[src/rtl/buzzer_arbiter_if.sv]
// Signal bundle between obstacle detection / chip pads and buzzer_arbiter.
// The slave modport is the arbiter's view; master is the driver's view.
interface buzzer_arbiter_if;
  logic [1:0] left_level;
  logic [1:0] right_level;
  logic       tone_en;
  logic       buzzer;
  logic       grant_left;
  logic       grant_right;
  logic       busy;

  modport master (
    output left_level, right_level, tone_en,
    input  buzzer, grant_left, grant_right, busy
  );

  modport slave (
    input  left_level, right_level, tone_en,
    output buzzer, grant_left, grant_right, busy
  );
endinterface

[src/rtl/buzzer_arbiter.sv]
// Shares one piezo buzzer between left/right obstacle alerts: priority grant with
// round-robin tie-break, fixed-length slots separated by silent gaps, level-coded beeps.
module buzzer_arbiter #(
  parameter int CLK_DIV    = 1000,
  parameter int SLOT_TICKS = 16,
  parameter int GAP_TICKS  = 2
) (
  input  logic            clk,
  input  logic            reset,
  buzzer_arbiter_if.slave bus
);

  localparam int DIV_W  = (CLK_DIV > 2) ? $clog2(CLK_DIV) : 1;
  localparam int PH_MAX = (SLOT_TICKS > GAP_TICKS) ? SLOT_TICKS : GAP_TICKS;
  localparam int PH_W   = ($clog2(PH_MAX) > 3) ? $clog2(PH_MAX) : 3;

  typedef enum logic [1:0] {
    ST_IDLE,
    ST_GRANT_L,
    ST_GRANT_R,
    ST_GAP
  } state_e;

  typedef enum logic {
    SIDE_L,
    SIDE_R
  } side_e;

  logic [1:0]      lvl_l_q, lvl_r_q;
  logic [DIV_W-1:0] div_q;
  logic [PH_W-1:0] ph_q, ph_d;
  state_e          state_q, state_d;
  side_e           last_q, last_d;

  logic       tick;
  logic       arb_req;
  side_e      arb_side;
  logic [1:0] own_lvl, oth_lvl;
  logic       slot_end, release_slot;
  logic       granted;
  logic       pattern;

  // NOTE: the level samplers carry no reset; they are overwritten every clock
  // and nothing downstream acts on them while the FSM is held in IDLE.
  always_ff @(posedge clk) begin
    lvl_l_q <= bus.left_level;
    lvl_r_q <= bus.right_level;
  end

  always_ff @(posedge clk) begin
    if (reset) begin
      div_q   <= '0;
      ph_q    <= '0;
      state_q <= ST_IDLE;
      last_q  <= SIDE_R;
    end else begin
      div_q   <= tick ? '0 : div_q + 1'b1;
      ph_q    <= ph_d;
      state_q <= state_d;
      last_q  <= last_d;
    end
  end

  assign tick = (div_q == DIV_W'(CLK_DIV - 1));

  // Higher level wins; equal nonzero levels go to the side not served last.
  assign arb_req = (lvl_l_q != 2'd0) || (lvl_r_q != 2'd0);
  always_comb begin
    if (lvl_l_q != lvl_r_q) begin
      arb_side = (lvl_l_q > lvl_r_q) ? SIDE_L : SIDE_R;
    end else begin
      arb_side = (last_q == SIDE_R) ? SIDE_L : SIDE_R;
    end
  end

  assign own_lvl      = (state_q == ST_GRANT_R) ? lvl_r_q : lvl_l_q;
  assign oth_lvl      = (state_q == ST_GRANT_R) ? lvl_l_q : lvl_r_q;
  assign slot_end     = (ph_q == PH_W'(SLOT_TICKS - 1));
  assign release_slot = slot_end || (own_lvl == 2'd0) ||
                        ((oth_lvl == 2'd3) && (own_lvl != 2'd3));

  // NOTE: every always_comb output gets a default first so no path can
  // leave it unassigned and infer a latch.
  always_comb begin
    state_d = state_q;
    ph_d    = ph_q;
    last_d  = last_q;
    if (tick) begin
      case (state_q)
        ST_IDLE: begin
          if (arb_req) begin
            state_d = (arb_side == SIDE_L) ? ST_GRANT_L : ST_GRANT_R;
            ph_d    = '0;
            last_d  = arb_side;
          end
        end
        ST_GRANT_L, ST_GRANT_R: begin
          if (release_slot) begin
            state_d = ST_GAP;
            ph_d    = '0;
          end else begin
            ph_d = ph_q + 1'b1;
          end
        end
        ST_GAP: begin
          if (ph_q == PH_W'(GAP_TICKS - 1)) begin
            ph_d = '0;
            if (arb_req) begin
              state_d = (arb_side == SIDE_L) ? ST_GRANT_L : ST_GRANT_R;
              last_d  = arb_side;
            end else begin
              state_d = ST_IDLE;
            end
          end else begin
            ph_d = ph_q + 1'b1;
          end
        end
        default: state_d = ST_IDLE;
      endcase
    end
  end

  // Beep cadence follows the live level of the owning side.
  always_comb begin
    pattern = 1'b0;
    case (own_lvl)
      2'd1:    pattern = (ph_q[2:0] < 3'd2);
      2'd2:    pattern = ~ph_q[1];
      2'd3:    pattern = 1'b1;
      default: pattern = 1'b0;
    endcase
  end

  assign granted         = (state_q == ST_GRANT_L) || (state_q == ST_GRANT_R);
  assign bus.buzzer      = granted && pattern && bus.tone_en;
  assign bus.grant_left  = (state_q == ST_GRANT_L);
  assign bus.grant_right = (state_q == ST_GRANT_R);
  assign bus.busy        = (state_q != ST_IDLE);

endmodule
[src/flat_wrapper.sv]
// flat-port wrapper written by rule: the top's interface ports become plain ports
module buzzer_arbiter_flat 
#(
  parameter int CLK_DIV    = 1000,
  parameter int SLOT_TICKS = 16,
  parameter int GAP_TICKS  = 2
)
  (clk, reset, bus_left_level, bus_right_level, bus_tone_en, bus_buzzer, bus_grant_left, bus_grant_right, bus_busy);
  buzzer_arbiter_if bus_i ();
  input  logic clk;
  input  logic reset;
  input wire logic [$bits(bus_i.left_level)-1:0] bus_left_level;
  input wire logic [$bits(bus_i.right_level)-1:0] bus_right_level;
  input wire logic [$bits(bus_i.tone_en)-1:0] bus_tone_en;
  output wire logic [$bits(bus_i.buzzer)-1:0] bus_buzzer;
  output wire logic [$bits(bus_i.grant_left)-1:0] bus_grant_left;
  output wire logic [$bits(bus_i.grant_right)-1:0] bus_grant_right;
  output wire logic [$bits(bus_i.busy)-1:0] bus_busy;
  assign bus_i.left_level = bus_left_level;
  assign bus_i.right_level = bus_right_level;
  assign bus_i.tone_en = bus_tone_en;
  assign bus_buzzer = bus_i.buzzer;
  assign bus_grant_left = bus_i.grant_left;
  assign bus_grant_right = bus_i.grant_right;
  assign bus_busy = bus_i.busy;
  buzzer_arbiter #(.CLK_DIV(CLK_DIV), .SLOT_TICKS(SLOT_TICKS), .GAP_TICKS(GAP_TICKS)) u_core (.clk(clk), .reset(reset), .bus(bus_i));
endmodule
[config.mk]
export PLATFORM = sky130hd
export DESIGN_NAME = buzzer_arbiter_flat
export DESIGN_NICKNAME = d
export VERILOG_FILES = /design/src/rtl/buzzer_arbiter_if.sv /design/src/rtl/buzzer_arbiter.sv /design/src/flat_wrapper.sv
export SDC_FILE = /design/constraint.sdc
export NUM_CORES = 1
export LEC_CHECK = 0
export CORE_MARGIN = 4
export CORE_UTILIZATION = 60
export DETAILED_ROUTE_END_ITERATION = 12
export GPL_ROUTABILITY_DRIVEN = 0
export PLACE_DENSITY = 0.83
export SYNTH_ARGS = -nofsm -noshare
export SYNTH_HDL_FRONTEND = slang
export SYNTH_SLANG_ARGS = --single-unit
[constraint.sdc]
create_clock -name clk -period 3.15 [get_ports clk]
set_clock_uncertainty 0.2 [all_clocks]
set_input_delay 0.945 -clock clk [delete_from_list [all_inputs] [get_ports clk]]
set_output_delay 0.945 -clock clk [all_outputs]
set_load 0.02 [all_outputs]
---- After elaboration in Yosys (flattened, before gate mapping) ----
Cells that the tools add are included.
cells by class
  add/subtract/negate cells ............... 2
  magnitude comparators ................... 2
  equality and inequality tests ........... 15
  muxes and demuxes ....................... 19
  bitwise logic cells ..................... 1
  reductions and logical operators ........ 18
operators with widths
  kind                                                  count
  two-way mux 2 bit                                     7
  two-way mux 4 bit                                     3
  one-hot mux 4 bit (3 select lines)                    1
  adder 10 x 1 -> 10 bit (second input constant)        1
  equality test 10 bit (second input constant)          1
  equality test 2 bit (second input constant)           5
  nonzero test 2 bit                                    4
  != test 2 x 1 -> 1 bit (second input constant)        3
  one-hot mux 2 bit (3 select lines)                    1
  two-way mux 1 bit                                     5
  adder 4 x 1 -> 4 bit (second input constant)          1
  equality test 2 x 1 -> 1 bit (second input constant)  2
  equality test 4 x 1 -> 1 bit (second input constant)  1
  equality test 4 bit (second input constant)           1
  logical NOT 2 bit                                     2
  logical OR 1 bit                                      4
  AND reduction 4 bit                                   1
  OR reduction 2 bit                                    2
  logical AND 1 bit                                     3
  < comparator 3 x 2 -> 1 bit (second input constant)   1
  one-hot mux 1 bit (3 select lines)                    1
  AND reduction 3 bit                                   1
  greater-than comparator 2 bit                         1
  != test 2 bit                                         1
  4 further kinds                                       4
storage, ports and cells
  register bits ........................... 21
  bits of input ports ..................... 7
  word-level logic and storage cells ...... 63

---- Longest topological paths before layout ----
Gate-level depths: netlist (run 1).
  depth after elaboration ................. 7
  gate-level depth with buffers ........... 7
  mapped depth without buffers ............ 7

---- Worst setup path after synthesis (run 1) ----
Ideal clock, no wire load.
  path type ............................... register to output
  from .................................... register u_core.state_q[0]
  to ...................................... output port bus_buzzer
  data arrival time ....................... 1.423 ns
  data required time ...................... 2.005 ns
  path slack .............................. 0.582 ns
  cell stages (with the launch flop) ...... 8
  path buffers ............................ 0
  path through ............................ dfxtp_1 inv_1 ha_1 mux2i_1 o21ai_0 nand2_1 o21ai_0 and3_1
on the way
  longest elaborated chain between the ends .. 6
  elaborated cells between the ends (all ways) .. 10
  classes of those cells .................. 5 x eq/ne; 2 x mux; 3 x reduce/logical
RTL lines
  element                                                              line                   source
  start, declared                                                      buzzer_arbiter.sv:32   state_e state_q, state_d;
  start signal, assigned                                               buzzer_arbiter.sv:59   state_q <= state_d;
  equality test 2 bit (*)                                              -
  net bus_grant_right                                                  flat_wrapper.sv:17     output wire logic [$bits(bus_i.grant_right)-1:0] bus_grant_right;
  two-way mux 2 bit                                                    buzzer_arbiter.sv:76   assign own_lvl = (state_q == ST_GRANT_R) ? lvl_r_q : lvl_l_q;
  equality test 2 bit or equality test 2 x 1 -> 1 bit (tied branches)  buzzer_arbiter.sv:126  case (own_lvl)
  one-hot mux 1 bit (3 select lines)                                   buzzer_arbiter.sv:126
  logical AND 1 bit (*) (2 in series)                                  buzzer_arbiter.sv:135  assign bus.buzzer = granted && pattern && bus.tone_en;
  end, declared                                                        flat_wrapper.sv:15     output wire logic [$bits(bus_i.buzzer)-1:0] bus_buzzer;
The timed path passes the listed nets; every way through them passes the cells marked *.

---- Worst setup path after layout (run 1) ----
  from .................................... register u_core.state_q[0]
  to ...................................... output port bus_buzzer
on the way
  longest elaborated chain between the ends .. 6
  elaborated cells between the ends (all ways) .. 10
  classes of those cells .................. 5 x eq/ne; 2 x mux; 3 x reduce/logical
RTL lines
  element                                                              line
  equality test 2 bit                                                  buzzer_arbiter.sv:76, buzzer_arbiter.sv:134
  two-way mux 2 bit                                                    buzzer_arbiter.sv:76
  equality test 2 bit or equality test 2 x 1 -> 1 bit (tied branches)  buzzer_arbiter.sv:126
  one-hot mux 1 bit (3 select lines)                                   buzzer_arbiter.sv:126
  logical AND 1 bit (*) (2 in series)                                  buzzer_arbiter.sv:135
Mark *: on every way between the ends. The rest lies on a longest branch, timed or not.

==> results of run 1 <==
[cell type report]
cell class	count	area, um^2
inverter	11	41.3
tap	25	31.3
clock buffer	3	22.5
sequential	21	423
clock inverter	1	7.51
fill	133	440
timing repair buffer	10	104
multi-input combinational	97	713
[sequential cells by signal (all words and copies together) (netlist names)]
signal          count
u_core.div_q       10
u_core.lvl_r_q      2
u_core.ph_q         4
u_core.lvl_l_q      2
u_core.last_q       1
u_core.state_q      2
[where the power goes]
group | switching (mW) | internal, mW | total [mW] | leakage (nW)
Clock | 0.0832 | 0.0484 | 0.132 | 0.0139
Combinational | 0.0155 | 0.0171 | 0.0326 | 0.329
Sequential | 0.00859 | 0.271 | 0.280 | 0.172
Total | 0.107 | 0.337 | 0.444 | 0.516
[cell families (layout without fill, tap and decap cells)]
family          after synthesis  count (layout)  share of synthesized area [%]
compound gates               25              25                           16.2
xor+xnor                      7               7                           5.21
fa+ha+maj                    10              10                           10.6
buf+inv                      13              25                           4.14
flops                        21              21                           35.7
mux                           4               4                           3.40
simple gates                 51              51                           24.8
[routing by layer]
layer | vias to the layer above | share of wire, % | wire (um) | GRT usage, %
met5 | - | 0 | 0 | 0
met4 | 0 | 2.2 | 48 | 11.1
met3 | 6 | 3.4 | 74 | 3.70
met2 | 13 | 53 | 1150 | 34.3
met1 | 449 | 42 | 910 | 20.0
li1 | 490 | - | - | -
[stage by stage]
step                      cells  setup WS [ps]  utilization [%]  TNS [ps]  total power [mW]
after global placement      164           -118             73.0      -118             0.317
after detailed placement    164           -117             73.0      -117             0.319
final                       168           84.2             75.3         0             0.444
after floorplan             131            582                -         0             0.306
after global routing        168          -37.3             75.3     -37.3             0.471
after CTS                   168           5.26             74.7         0             0.450
[cell usage after synthesis, types with 2 or more instances]
master,count,share of area [%]
ha_1,10,11
inv_1,10,3.2
nor3b_1,4,2.6
nor3_1,2,0.85
or4_1,2,1.3
nand4_1,2,1.1
clkbuf_1,2,0.64
nor2_1,9,2.9
nor2b_1,2,1.1
and2_1,3,1.6
o21ai_0,5,2.1
a21oi_1,8,3.4
and3_1,3,1.6
xor2_1,6,4.5
dfxtp_1,21,36
nand2_1,8,2.6
nand3_1,8,3.4
nand2b_1,2,1.1
o211ai_1,3,1.9
mux2i_1,4,3.4
[worst register-to-register path: cells and delay by family (launching register included)]
family          cells  cell delay, ps
compound gates      2             370
fa+ha+maj           1             280
flops               1             410
simple gates        2             820
[worst max path at each step]
stage | from | end | slack (ps) | cells after the start
after floorplan | u_core.state_q[0]$_SDFFE_PP0P_ | bus_buzzer | 580 | 7
after global placement | bus_tone_en | bus_buzzer | -120 | 3
after detailed placement | bus_tone_en | bus_buzzer | -120 | 3
after CTS | u_core.state_q[0]$_SDFFE_PP0P_ | bus_buzzer | 5 | 8
after global routing | u_core.state_q[0]$_SDFFE_PP0P_ | bus_buzzer | -40 | 8
final | u_core.state_q[0]$_SDFFE_PP0P_ | bus_buzzer | 80 | 8
[repair_timing]
action                                 4_1_cts  5_1_grt
cloned                                       0        0
endpoints found under the hold margin        0        0
resized for setup                            3        5
setup endpoints to repair                    1        2
==> impl_metrics.ini, run 1 <==
[die]
die_w_um = 52.3
io_pins = 11
dieHeight_um = 52.3
placementRows = 15
die_area_um2 = 2730
floorplan.initialDensity_pct = 66.0
core_area_um2 = 1780

[worst_setup_path]
cpPeakStageDelay_ps = 360
path_class = flip-flop to primary output
timing.critical_path.mode_cell = o21ai_0
timing.rr.end = u_core.ph_q[0]$_SDFFE_PP0P_
crit_chain = inv_1 > ha_2 > mux2i_1 > o21ai_0 > nand2_1 > o21ai_0 > and3_1 > clkdlybuf4s15_2
worstRegToRegCells = 5
crit_required_ps = 2000
worstPathArrival_ps = 1920
crit_buf_inv = 2
worstSetupEndpointType = primary output
cp-start-kind = flip-flop
ff2ff_setup_slack_ps = 1010
cp_max_fo = 5
cpMaxStageDelayCell = dfxtp_2
r2r_start = u_core.div_q[0]$_SDFF_PP0_
crit_family = flip-flops

[final_layout]
final_cell_area_um2 = 1340
drive_gt1_share_pct = 11.9
n_antenna_cell = 0
layout.nets = 161
final_common_cell = dfxtp_1
final_cell_mix = dfxtp_1 (19), inv_1 (10), nor2_1 (9)
syn_to_final_growth_pct = 14.0

[yosys]
yosysUniqueCellTypes = 37
synth-async-reset-ratio_pct = 0
yosysSeqAreaShare_pct = 35.7
synthesis.nets = 148
synth.avg_cell_area_um2 = 8.99
synthFlopType = dfxtp_1
netlist_area_um2 = 1180
synth_seq_cells = 21
synth-edff-count = 0
synthCells = 131
ys.warnings.count = 0

[drt]
route.detailed.drc = 0
drt_iter0_drc = 11
drtAntennaViolNets = 0
routed_wl_mm = 2.18
drt-vias-per-instance = 5.70
drt_pass1_iterations = 4
wl_per_cell_um = 13.0
vias = 958

[timing]
slew_viol_final = 0
finalCriticalPeriod_ps = 3070
period_share_pct = 97.3
setup_violations = 0
hold_ws_ps = 291
rsz0062_at_grt = true
hold_violations = 0
max_freq_ghz = 0.326
slew_headroom_pct = 65.2
worst_pin_slew_ps = 521

[global_route]
antenna_found_initial = 0
grt_max_degree = 14
grt_first_pass_wirelength_mm = 3.84
track_usage_pct = 19.0
grt_pass1_vias = 947
overflow = 0

[power]
ir_drop_v = 0.000318
pwr_density_cell_nw_per_um2 = 331
p_leak_nw = 0.516

[clock_tree]
clk_path_buf_depth = 2
clk_latency_ps = 300
cts_setup_buffers = 0
hold_buffers = 0
root_buffer = clkbuf_4
cts_max_level = 1
numCtsBuffers = 3
tritoncts = yes
cts_sinks = 21
clk_pin_slew_ps = 120

[hold_path]
worstHoldEndpoint = u_core.div_q[0]$_SDFF_PP0_
hold_path_class = flip-flop to flip-flop
hold_depth = 1
hp-start = u_core.div_q[0]$_SDFF_PP0_

[run]
drv_cap = 0

[run_status]
status = completed

[placement]
place_hpwl_mm = 1.71
place_area_um2 = 1300
io_buffers = 10
No activity file was read; power rests on OpenSTA's default activity.
==> run 2, diff against run 1 <==
--- a/config.mk
+++ b/config.mk
@@ -6,10 +6,10 @@
 export NUM_CORES = 1
 export LEC_CHECK = 0
 export CORE_MARGIN = 4
-export CORE_UTILIZATION = 60
+export CORE_UTILIZATION = 52
 export DETAILED_ROUTE_END_ITERATION = 12
 export GPL_ROUTABILITY_DRIVEN = 0
-export PLACE_DENSITY = 0.83
+export PLACE_DENSITY = 0.73
 export SYNTH_ARGS = -nofsm -noshare
 export SYNTH_HDL_FRONTEND = slang
 export SYNTH_SLANG_ARGS = --single-unit
==> run 2 against run 1 <==
Compared with the run above:
- combinational power is 1% lower
- utilization decreased by 11 points
- routed wire length increased by 4.9%
- setup slack gained 36 ps
- clock power about the same
- critical path type unchanged
- critical endpoint unchanged
==> impl_metrics.ini, run 2 (synthesis results as in run 1) <==
[run_status]
status = completed

[worst_setup_path]
ff2ff_setup_slack_ps = 960
timing.rr.end = u_core.state_q[1]$_SDFFE_PP0P_
r2r_start = u_core.state_q[0]$_SDFFE_PP0P_
worstRegToRegCells = 7
path_class = flip-flop to primary output
cp_max_fo = 5
worstPathArrival_ps = 1880
cp-start-kind = flip-flop
worstSetupEndpointType = primary output
crit_required_ps = 2000

[final_layout]
seq_area_um2 = 420
n_antenna_cell = 0
fillers = 187
layout.nets = 161
syn_to_final_growth_pct = 12.8
final_common_cell = dfxtp_1
drive_gt1_share_pct = 8.39
final_cell_mix = dfxtp_1 (21), inv_1 (10), ha_1 (10), nor2_1 (9)
top_register = u_core.div_q
multi_input_area_um2 = 708
reg_top3 = u_core.div_q x10, u_core.ph_q x4
final_util_pct = 64.4
largest_reg_flops = 10

[clock_tree]
hold_buffers = 0
clk_pin_slew_ps = 120
cts_sinks = 21
cts_max_level = 1
clk_latency_ps = 300
tritoncts = yes
numCtsBuffers = 3
clk_path_buf_depth = 2
root_buffer = clkbuf_4

[global_route]
antenna_found_initial = 0
grt_first_pass_wirelength_mm = 4.08
use_met1_pct = 19.1
grt_use_met2_pct = 28.9
grt_max_degree = 12
use_met3_pct = 3.02
grt_pass1_vias = 942
track_usage_pct = 16.1
grt-busiest-layer = met2
overflow = 0

[die]
placementRows = 16
io_pins = 11
die_area_um2 = 3090
die_w_um = 55.6
dieHeight_um = 55.6
floorplan.initialDensity_pct = 57.1
core_area_um2 = 2060

[placement]
place_hpwl_mm = 1.73
io_buffers = 10

[drt]
routed_wl_mm = 2.28
drtAntennaViolNets = 0
drt_iter0_drc = 22
vias = 966
drt-vias-per-instance = 5.68
wl_per_cell_um = 13.4
route.detailed.drc = 0
drt_pass1_iterations = 5

[timing]
slew_viol_final = 0
finalCriticalPeriod_ps = 3030
period_share_pct = 96.2
final.setup.tns_ps = 0
slew_headroom_pct = 64.3
hold_violations = 0
rsz0062_at_grt = false
max_freq_ghz = 0.330
worst_pin_slew_ps = 533
setup_violations = 0

[power]
p_int_mw = 0.338
ir_drop_v = 0.000245
sequentialPowerShare_pct = 63.0
p_leak_nw = 0.519
total_power_mw = 0.445
p_sw_share_pct = 24.0
pwr_density_cell_nw_per_um2 = 335
netSwitchingPower_mw = 0.107
clkPwrFrac_pct = 29.7
p_comb_share_pct = 7.2

[hold_path]
hp-start = u_core.div_q[0]$_SDFF_PP0_
hold_path_class = flip-flop to flip-flop
worstHoldEndpoint = u_core.div_q[0]$_SDFF_PP0_
hold_depth = 1

[run]
drv_cap = 0
==> run 2: worst max-delay path by stage <==
stage          slack (ps)                           start          to  depth (start not counted)
2_1_floorplan         580  u_core.state_q[0]$_SDFFE_PP0P_  bus_buzzer                          7
3_3_place_gp         -120                     bus_tone_en  bus_buzzer                          3
3_5_place_dp         -120                     bus_tone_en  bus_buzzer                          3
4_1_cts                10  u_core.state_q[0]$_SDFFE_PP0P_  bus_buzzer                          8
5_1_grt                10  u_core.state_q[0]$_SDFFE_PP0P_  bus_buzzer                          8
6_report              120  u_core.state_q[0]$_SDFFE_PP0P_  bus_buzzer                          8
==> run 2: critical path: stages (launching register included) <==
cell and delay, ps:
dfxtp_1 410, inv_1 100, ha_1 280, mux2i_1 150, o21ai_0 170, nand2_1 80, o21ai_0 70, and3_1 170
clkbuf_2 160
==> run 2: what timing repair did <==
action | 4_1_cts | 5_1_grt
gates resized for setup | 2 | 2
endpoints found under the setup margin | 1 | 2
buffers inserted | 0 | 0
==> run 2: final cells by class <==
type	instances	area share [%]
inverters	11	3.11
repair buffers	10	7.35
clock buffers	4	1.98
well taps	27	2.54
flip-flops and latches	21	31.7
multi-input cells	97	53.3
==> run 2: power groups by stage <==
stage                     Combinational [mW]  Sequential (mW)  Clock, mW
after floorplan                       0.0216            0.284          0
after global placement                0.0313            0.286          0
after detailed placement              0.0322            0.286          0
after CTS                             0.0325            0.280      0.136
after global routing                  0.0366            0.282      0.153
final                                 0.0322            0.281      0.132
==> run 2: through the flow <==
stage,setup slack (ps),area (um^2),hold slack (ps),instances
finish,120,1330,290,170
global route,13.3,1330,347,170
CTS,14.1,1330,293,170
detailed placement,-118,1300,263,166
global placement,-118,1300,256,166
floorplan,582,1180,242,131
==> run 2: routing by layer <==
layer	wire [um]	part of all wire (%)	vias up
li1	-	-	491
met5	0	0	-
met4	12	0.53	0
met1	1040	46	467
met3	48	2.1	2
met2	1180	52	6
==> run 3, diff against run 2 <==
--- a/config.mk
+++ b/config.mk
@@ -5,7 +5,7 @@
 export SDC_FILE = /design/constraint.sdc
 export NUM_CORES = 1
 export LEC_CHECK = 0
-export CORE_MARGIN = 4
+export CORE_MARGIN = 5
 export CORE_UTILIZATION = 52
 export DETAILED_ROUTE_END_ITERATION = 12
 export GPL_ROUTABILITY_DRIVEN = 0
==> constraint.sdc (replaced) <==
create_clock -name clk -period 3.15 [get_ports clk]
set_clock_uncertainty 0.2 [all_clocks]
set_input_delay 0.63 -clock clk [delete_from_list [all_inputs] [get_ports clk]]
set_output_delay 0.63 -clock clk [all_outputs]
set_load 0.02 [all_outputs]
==> run 3 against run 2 <==
Compared with the run above:
- non-clock buffer count unchanged
- flip-flop and latch count unchanged
- setup slack improved by 280 ps
- critical path type unchanged
- critical endpoint is now bus_busy
- largest cell class unchanged
- highest routed layer unchanged
==> impl_metrics.ini, run 3 (synthesis results as in run 1) <==
[drt]
vias = 919
drt-vias-per-instance = 5.37
dr_wl_met3_um = 50
route.detailed.drc = 0
routed_wl_mm = 2.07
wirelength_met1_um = 953
drt_iter0_drc = 19
highest_layer = met4
drt_pass1_iterations = 4
drtAntennaViolNets = 0
route.met2.wl_mm = 1.05
wl_per_cell_um = 12.1

[die]
placementRows = 17
io_pins = 11
floorplan.initialDensity_pct = 53.7
dieHeight_um = 57.6
core_area_um2 = 2190
die_area_um2 = 3320
die_w_um = 57.6

[worst_setup_path]
crit_chain = inv_1 > ha_1 > inv_1 > clkdlybuf4s50_1
worstSetupEndpointType = primary output
cpMaxStageDelayCell = clkdlybuf4s50_1
crit_family = buffers and inverters
cpPeakStageDelay_ps = 640
crit_buf_inv = 3
cp-start-kind = flip-flop
cp_max_fo = 6
ff2ff_setup_slack_ps = 960
worstPathArrival_ps = 1920
crit_required_ps = 2320
timing.critical_path.mode_cell = inv_1
path_class = flip-flop to primary output

[placement]
io_buffers = 10
dp.cells = 167
place_hpwl_mm = 1.61
place_area_um2 = 1310

[final_layout]
finalNonFillerCells = 171
final_cell_area_um2 = 1340
final_common_cell = dfxtp_1
layout.nets = 161
n_antenna_cell = 0
reg_top3 = u_core.div_q x10, u_core.ph_q x4
largest_reg_flops = 10
syn_to_final_growth_pct = 13.4
top_register = u_core.div_q
drive_gt1_share_pct = 8.39
final_cell_mix = dfxtp_1 (21), inv_1 (10), ha_1 (10), nor2_1 (9), clkdlybuf4s50_1 (9)

[clock_tree]
hold_buffers = 0
post_cts_resized = 0
tritoncts = yes
numCtsBuffers = 3
clk_latency_ps = 300
cts_sinks = 21
clk_path_buf_depth = 2
cts_setup_buffers = 0
cts_max_level = 1
clk_pin_slew_ps = 120
root_buffer = clkbuf_4

[global_route]
grt_max_degree = 13
grt_pass1_vias = 892
track_usage_pct = 14.1
grt_first_pass_wirelength_mm = 3.73
antenna_found_initial = 0
overflow = 0

[power]
p_leak_nw = 0.520
pwr_density_cell_nw_per_um2 = 330
ir_drop_v = 0.000260
total_power_mw = 0.440

[timing]
hold_violations = 0
finalCriticalPeriod_ps = 2750
final.setup.tns_ps = 0
slew_viol_final = 0
slew_headroom_pct = 63.3
max_freq_ghz = 0.364
worst_pin_slew_ps = 550
setup_violations = 0
period_share_pct = 87.2
rsz0062_at_grt = false

[run]
drv_cap = 0

[run_status]
status = completed

[hold_path]
hold_path_class = flip-flop to flip-flop
[run 3: stage by stage]
step	util, %	hold WS (ps)	worst slack (ps)
2_1_floorplan	-	242	897
6_report	60.9	295	404
3_5_place_dp	59.6	269	426
4_1_cts	60.8	300	65.1
3_3_place_gp	59.6	260	471
5_1_grt	60.9	323	271
[run 3: final timing paths]
kind                            endpoint                            from  depth (start not counted)
max                             bus_busy  u_core.state_q[0]$_SDFFE_PP0P_                          4
min reg2reg   u_core.div_q[0]$_SDFF_PP0_      u_core.div_q[0]$_SDFF_PP0_                          1
max reg2reg  u_core.ph_q[0]$_SDFFE_PP0P_  u_core.state_q[0]$_SDFFE_PP0P_                          7
min           u_core.div_q[0]$_SDFF_PP0_      u_core.div_q[0]$_SDFF_PP0_                          1
[run 3: final cells by class]
| type | count | area (um^2) |
|---|---|---|
| Fill cell | 179 | 856 |
| Multi-Input combinational cell | 97 | 708 |
| Sequential cell | 21 | 420 |
| Timing Repair Buffer | 10 | 103 |
| Inverter | 11 | 41.3 |
| Tap cell | 28 | 35.0 |
| Clock buffer | 3 | 22.5 |
| Clock inverter | 1 | 5.00 |
[run 3: worst reg2reg max path: stages, from the launching register on]
cell and delay (ps):
dfxtp_1 400, inv_1 90, ha_1 260, nor3b_1 240, a211oi_1 100, a22o_1 260
or4_1 410, a21oi_1 160
[run 3: where the power goes]
group          total (mW)  switching, mW  internal, mW
combinational      0.0324         0.0153        0.0172
clock               0.128         0.0806        0.0473
sequential          0.280        0.00846         0.272
[run 3: routing by layer]
| metal | GRT usage, % | vias to the layer above |
|---|---|---|
| li1 | - | 491 |
| met1 | 17.5 | 420 |
| met2 | 23.2 | 6 |
| met3 | 2.49 | 2 |
| met4 | 7.28 | 0 |
| met5 | 0 | - |
